File: config.mk
export PLATFORM = sky130hd
export DESIGN_NAME = instr_fetch_unit
export DESIGN_NICKNAME = d
export VERILOG_FILES = /design/src/rtl/instr_fetch_unit.sv
export SDC_FILE = /design/constraint.sdc
export NUM_CORES = 1
export LEC_CHECK = 0
export ABC_AREA = 1
export BUFFER_PORTS_ARGS = -buffer_cell sky130_fd_sc_hd__buf_2
export CAP_MARGIN = 20
export CELL_PAD_IN_SITES_DETAIL_PLACEMENT = 1
export CELL_PAD_IN_SITES_GLOBAL_PLACEMENT = 1
export CORE_MARGIN = 2
export CORE_UTILIZATION = 41
export CTS_CLUSTER_DIAMETER = 200
export DETAILED_ROUTE_END_ITERATION = 7
export GPL_ROUTABILITY_DRIVEN = 0
export HOLD_SLACK_MARGIN = 0.1
export PLACE_DENSITY = 0.84
export SKIP_LAST_GASP = 1
export SYNTH_ARGS = -nofsm -noshare
export SYNTH_HDL_FRONTEND = slang
export SYNTH_SLANG_ARGS = --single-unit
File: constraint.sdc
create_clock -name clk -period 5.85 [get_ports clk]
set_clock_uncertainty 0.2 [all_clocks]
set_input_delay 1.4625 -clock clk [delete_from_list [all_inputs] [get_ports clk]]
set_output_delay 1.4625 -clock clk [all_outputs]
set_load 0.02 [all_outputs]
File: src/rtl/instr_fetch_unit.sv
`default_nettype none
// ============================================================================
// Module   : instr_fetch_unit
// Purpose  : Instruction fetch front end. Owns the fetch PC, reads the
//            combinational instruction memory, buffers {pc, instr} pairs in a
//            small prefetch FIFO and hands them to decode over valid/ready.
//            Redirects from execute flush the FIFO and restart fetch.
// Options  : FETCH_HALT_ON_ZERO_EN - when defined, an all-zero instruction
//            word stops fetch (HALT state) until the next redirect.
// Revision : 1.0 - initial release
// ============================================================================
module instr_fetch_unit #(
    parameter logic [31:0] RESET_PC   = 32'h0000_0000,
    parameter int          FIFO_DEPTH = 2
) (
    input  logic        clk,
    input  logic        rst_n,
    output logic [31:0] imem_addr,
    input  logic [31:0] imem_instr,
    output logic        if_valid,
    input  logic        if_ready,
    output logic [31:0] if_instr,
    output logic [31:0] if_pc,
    input  logic        redirect_valid,
    input  logic [31:0] redirect_pc,
    output logic        halted
);

    localparam int               PTR_W            = $clog2(FIFO_DEPTH);
    localparam int               CNT_W            = PTR_W + 1;
    localparam logic [CNT_W-1:0] FULL_CNT         = CNT_W'(FIFO_DEPTH);
    localparam logic [31:0]      RESET_PC_ALIGNED = {RESET_PC[31:2], 2'b00};

    // Prefetch storage; contents are only observed through the occupancy
    // count, so the data arrays need no reset.
    logic [31:0]      fifo_pc    [FIFO_DEPTH];
    logic [31:0]      fifo_instr [FIFO_DEPTH];
    logic [PTR_W-1:0] rd_ptr;
    logic [PTR_W-1:0] wr_ptr;
    logic [CNT_W-1:0] count;
    logic [31:0]      fetch_pc;

    logic fetch_active;   // FSM permits fetching
    logic fifo_full;
    logic pop;            // decode accepts the head this cycle
    logic push_slot;      // a word may be captured this cycle
    logic halt_hit;       // captured word is a zero word that stops fetch
    logic push;           // word is actually written into the FIFO

    // Word-alignment bits of the redirect target are discarded by design.
    logic unused_redirect_lsbs;
    assign unused_redirect_lsbs = ^redirect_pc[1:0];

    assign if_valid  = (count != '0);
    assign fifo_full = (count == FULL_CNT);
    assign pop       = if_valid && if_ready;
    // A full FIFO can still accept a word when the head leaves in the same cycle.
    assign push_slot = fetch_active && !redirect_valid && (!fifo_full || pop);
    assign push      = push_slot && !halt_hit;

`ifdef FETCH_HALT_ON_ZERO_EN
    typedef enum logic [0:0] {
        ST_FETCH = 1'b0,
        ST_HALT  = 1'b1
    } state_t;

    state_t state;
    state_t state_next;

    // FSM state register.
    always_ff @(posedge clk or negedge rst_n) begin
        if (!rst_n) begin
            state <= ST_FETCH;
        end else begin
            state <= state_next;
        end
    end

    // Next state: a zero word seen on a capture slot halts fetch; only a
    // redirect resumes it. Redirect in FETCH simply stays in FETCH.
    always_comb begin
        state_next = state;
        halt_hit   = 1'b0;
        case (state)
            ST_FETCH: begin
                if (push_slot && (imem_instr == 32'h0)) begin
                    state_next = ST_HALT;
                    halt_hit   = 1'b1;
                end
            end
            ST_HALT: begin
                if (redirect_valid) begin
                    state_next = ST_FETCH;
                end
            end
            default: begin
                state_next = ST_FETCH;
            end
        endcase
    end

    assign fetch_active = (state == ST_FETCH);
    assign halted       = (state == ST_HALT);
`else
    assign fetch_active = 1'b1;
    assign halt_hit     = 1'b0;
    assign halted       = 1'b0;
`endif

    // Fetch PC, FIFO pointers and occupancy; redirect flushes and wins over
    // any push or pop in the same cycle.
    always_ff @(posedge clk or negedge rst_n) begin
        if (!rst_n) begin
            fetch_pc <= RESET_PC_ALIGNED;
            rd_ptr   <= '0;
            wr_ptr   <= '0;
            count    <= '0;
        end else if (redirect_valid) begin
            fetch_pc <= {redirect_pc[31:2], 2'b00};
            rd_ptr   <= '0;
            wr_ptr   <= '0;
            count    <= '0;
        end else begin
            if (push) begin
                wr_ptr   <= wr_ptr + PTR_W'(1);
                fetch_pc <= fetch_pc + 32'd4;
            end
            if (pop) begin
                rd_ptr <= rd_ptr + PTR_W'(1);
            end
            if (push && !pop) begin
                count <= count + CNT_W'(1);
            end else if (pop && !push) begin
                count <= count - CNT_W'(1);
            end
        end
    end

    // Capture the fetched word together with the PC it was fetched from.
    always_ff @(posedge clk) begin
        if (push) begin
            fifo_pc[wr_ptr]    <= fetch_pc;
            fifo_instr[wr_ptr] <= imem_instr;
        end
    end

    assign imem_addr = fetch_pc;
    assign if_instr  = if_valid ? fifo_instr[rd_ptr] : 32'h0;
    assign if_pc     = if_valid ? fifo_pc[rd_ptr]    : 32'h0;

endmodule
`default_nettype wire

# [After elaboration in Yosys (flattened, before gate mapping)]
# Memories as Yosys holds them, arrays and structs flattened.
# Index checks and enable logic that the tools add are counted.
[word_totals] inputBits=68 out_inout_bits=98 ram_bits=128 elab_cells=38 regBits=36 mem_count=2
[memory_table] name="fifo_instr" words=2 word_bits=32 read_ports=1 rd_clocked_by_memory_dff=0 write_ports=1 line="37" text="logic [31:0] fifo_instr [FIFO_DEPTH];"
[memory_table] name="fifo_pc" words=2 word_bits=32 read_ports=1 rd_clocked_by_memory_dff=0 write_ports=1 line="36" text="logic [31:0] fifo_pc [FIFO_DEPTH];"
[classes] reduce_logical=13 eq_ne=1 mux=13 n_addsub=5
[op_table] operator="$mux W32" n=4
[op_table] operator="$add A32 B3 Y32 const B" n=1
[op_table] operator="$mux W1" n=6
[op_table] operator="$mux W2" n=3
[op_table] operator="$reduce_bool A2 Y1" n=3
[op_table] operator="$logic_and A1 B1 Y1" n=4
[op_table] operator="$logic_not A1 Y1" n=4
[op_table] operator="$reduce_bool A3 Y1" n=1
[op_table] operator="$add A1 B1 Y1 const B" n=2
[op_table] operator="$add A2 B1 Y2 const B" n=1
[op_table] operator="$eq A2 B2 Y1 const B" n=1
[op_table] operator="$sub A2 B1 Y2 const B" n=1
[op_table] operator="$logic_or A1 B1 Y1" n=1

# [Longest topological paths before layout]
[logic_depth] ltp_word=9 depth_mapped=10 mapped_depth_nobuf=10

# [Worst setup path after synthesis]
# OpenSTA, ideal clock, no wires.
[synth_path] kind="input to register" from="input redirect_valid" to="memory fifo_instr[0][0], enable pin" arrival_ps=4519 t_required_ps=5166 setup_time_ps=484 stages=4 path_buffers=1 slack_ps=647 cell_sequence="buf_4 -> clkinv_1 -> nand2_1 -> nor2_1"
[synth_via] elab_chain_len=4
[synth_lines] element="start, declared" line="24" text="input logic redirect_valid,"
[synth_lines] element="$logic_not A1 Y1" line="58" text="assign push_slot = fetch_active && !redirect_valid && (!fifo_full || pop);"
[synth_lines] element="$logic_and A1 B1 Y1" line="58"
[synth_lines] element="$mux W1" line="141" text="if (push) begin"
[synth_lines] element="$mux W1 (implied by the code)" line="143" text="fifo_instr[wr_ptr] <= imem_instr;"
[synth_lines] element="end, declared" line="37"
# No other way between the ends.

# [Worst setup path after layout]
[layout_path] from="register count[0]" to="output if_instr[10]"
[layout_via] elab_chain_len=2
[layout_lines] element="start, declared" line="40" text="logic [CNT_W-1:0] count;"
[layout_lines] element="start signal, assigned" line="132" text="count <= count + CNT_W'(1);"
[layout_lines] element="start signal, assigned" line="134" text="count <= count - CNT_W'(1);"
[layout_lines] element="$reduce_bool A2 Y1" line="54" text="assign if_valid = (count != '0);"
[layout_lines] element="$mux W32" line="148" text="assign if_instr = if_valid ? fifo_instr[rd_ptr] : 32'h0;"
[layout_lines] element="end, declared" line="22" text="output logic [31:0] if_instr,"
# No other way between the ends.

==> results.toml <==
[pwr]
p_leak_uw = 0.00362
power_density_nw_per_um2 = 340
finalPower_uw = 2920
vdd_drop_max_mv = 0.204

[floorplanning]
rows = 47
initial_core_util_pct = 42.0
dieWidth_microns = 135
die_area_sq_um = 18100
num_io_pins = 166
fp.dieH_microns = 135
core_area_sq_um = 16600

[cts]
cts-hold-fix-buffers = 0
clock_path_buffers = 2
clk_latency_ps = 420
cts.sinks = 158
tritoncts = "yes"
post_cts_buffers = 0
cts_buffers = 17
clk_pin_slew_ps = 60
cts_resized = 0
cts-htree-levels = 4
cts-root-buf = "clkbuf_16"

[setup_path]
cp.arrival_ps = 2340
cp_top_family = "simple AND/OR/NAND/NOR gates"
startpoint_type = "register"
endpoint_kind = "output pin"
cp.buffers_inverters = 2
required_ps = 4190
rrSetupSlack_ps = 2980
crit_type = "reg -> out"
slowest_delay_ps = 820
cp_slowest_cell = "nor2_4"
path_max_fanout = 41
cp_cell_sequence = "nor2_4, buf_4, a21oi_1, buf_2"

[routing]
totalWireLength_microns = 18700
drc = 0
wl_per_cell_microns = 17.0
drtIter0Drc = 321
drtAntennaViolNets = 0
first_pass_iters = 4
via_per_inst = 5.08
vias = 5569

[timing]
slew_violations = 0
worst_pin_slew_ps = 1030
fin_crit_ps = 4000
tns_ps = 0
fmax_mhz = 250
hold_violations = 0
setup_viol = 0
rsz0062_at_grt = "false"
min_period_over_period_pct = 68.4
relSlewSlack_pct = 31.2
finalWorstSetupSlack_ps = 1850

[synthesis]
ys_seq_elements = 158
ys_types = 34
synth_top_area_cell = "edfxtp_1"
synth_top_area_share_pct = 53.2
ys_warn_count = 0
syn_area_per_cell_sq_um = 9.88
yosys-top-cells-area = "edfxtp_1 (53%), nand2_1 (13%), dfrtp_1 (12%)"
syn-cell-area_sq_um = 7000
synth_seq_area_share_pct = 65.4
synthCells = 708

[global_routing]
grt_pass1_vias = 5718
met3_usage_pct = 4.80
met2_usage_pct = 36.8
grt-ovfl-total = 0
grt.busiest_layer = "met2"
antenna_found_initial = 0
grt_usage_pct = 21.0
grt_pass1_wl_microns = 29400
grt_max_degree = 65
use_met1_pct = 26.2

[hold_path]
hold_path_class = "reg -> reg"

[final_layout]
n_antenna_cell = 0
area_growth_pct = 22.7
drive_gt1_share_pct = 23.9
layout_common_cells = "nand2_1 (244), buf_2 (158), edfxtp_1 (124), a21oi_1 (66), nand3_1 (57)"
final_common_cell = "nand2_1"
fillers = 1928
nNetsFinal = 932

[run]
cap_violations = 0

[outcome]
status = "finished, final reports clean"

[placement]
place_ws_ps = 1910
port_buffers = 158
hpwl_microns = 12400
[layout make-up]
| class | count | area [sq um] | share of cell area [%] |
|---|---|---|---|
| clock inverter | 6 | 110 | 1.28 |
| multi-input combinational | 480 | 2140 | 24.9 |
| inverter | 42 | 158 | 1.84 |
| tap | 220 | 275 | 3.21 |
| timing repair buffer | 164 | 848 | 9.88 |
| clock buffer | 26 | 479 | 5.58 |
| sequential | 158 | 4580 | 53.3 |
[metal layers]
layer,share of wire [%],vias up
li1,-,2679
met1,44,2730
met5,0,-
met4,1.2,0
met2,51,140
met3,4.5,20
[cell usage after synthesis]
cell type,n
nand2_1,244
edfxtp_1,124
a21oi_1,66
nand3_1,57
nor2_1,57
inv_1,39
dfrtp_1,34
clkbuf_1,17
o21ai_0,11
buf_4,7
o211ai_1,6
nand4_1,5
nor2_2,5
nor2_4,5
buf_2,4
buf_1,3
nand2_2,3
nor3_1,3
inv_2,2
xor2_1,2
a211oi_1,1
a21boi_0,1
a31oi_1,1
and2_1,1
clkbuf_8,1
clkinv_1,1
conb_1,1
ha_1,1
nand3b_1,1
nor3b_1,1
o21bai_1,1
o22ai_1,1
or2_2,1
xnor2_1,1
[final timing paths]
kind / start / end / cells after the start
max: count[0] / if_instr[10] / 4
min: imem_addr[13] / fifo_pc[1][13] / 0
max reg2reg: count[1] / fifo_pc[0][18] / 6
min reg2reg: imem_addr[13] / fifo_pc[1][13] / 0
max in group asynchronous: rst_n / rd_ptr / 1
min in group asynchronous: rst_n / imem_addr[27] / 1
[cell families after synthesis]
group	after synthesis	share of synthesized area (%)
compound gates	88	6.65
xor+xnor	3	0.376
fa+ha+maj	1	0.179
buf+inv	74	4.56
flops	158	65.4
other cells	1	0.0536
simple gates	383	22.8
[metrics by stage]
stage / instance area [sq um] / hold WS (ps) / cells / util, %
floorplan: 7010 / 323 / 712 / -
CTS: 8590 / 401 / 1096 / 51.6
global placement: 7980 / 378 / 1063 / 47.9
global route: 8590 / 430 / 1096 / 51.6
detailed placement: 8000 / 383 / 1064 / 48.1
finish: 8590 / 405 / 1096 / 51.6
[state kept, by name (all words and copies together) (netlist names)]
name and count:
rd_ptr 1, count 2, fifo_pc 60, imem_addr 30, fifo_instr 64, wr_ptr 1
[where the power goes]
part	total (uW)	internal (uW)	switching [uW]	leakage [uW]
sequential	1380	1310	70.8	0.00157
clock	1100	694	411	0.000279
combinational	429	128	301	0.00178
total	2920	2130	783	0.00362
Note: power is estimated with default switching activity, not from simulation.
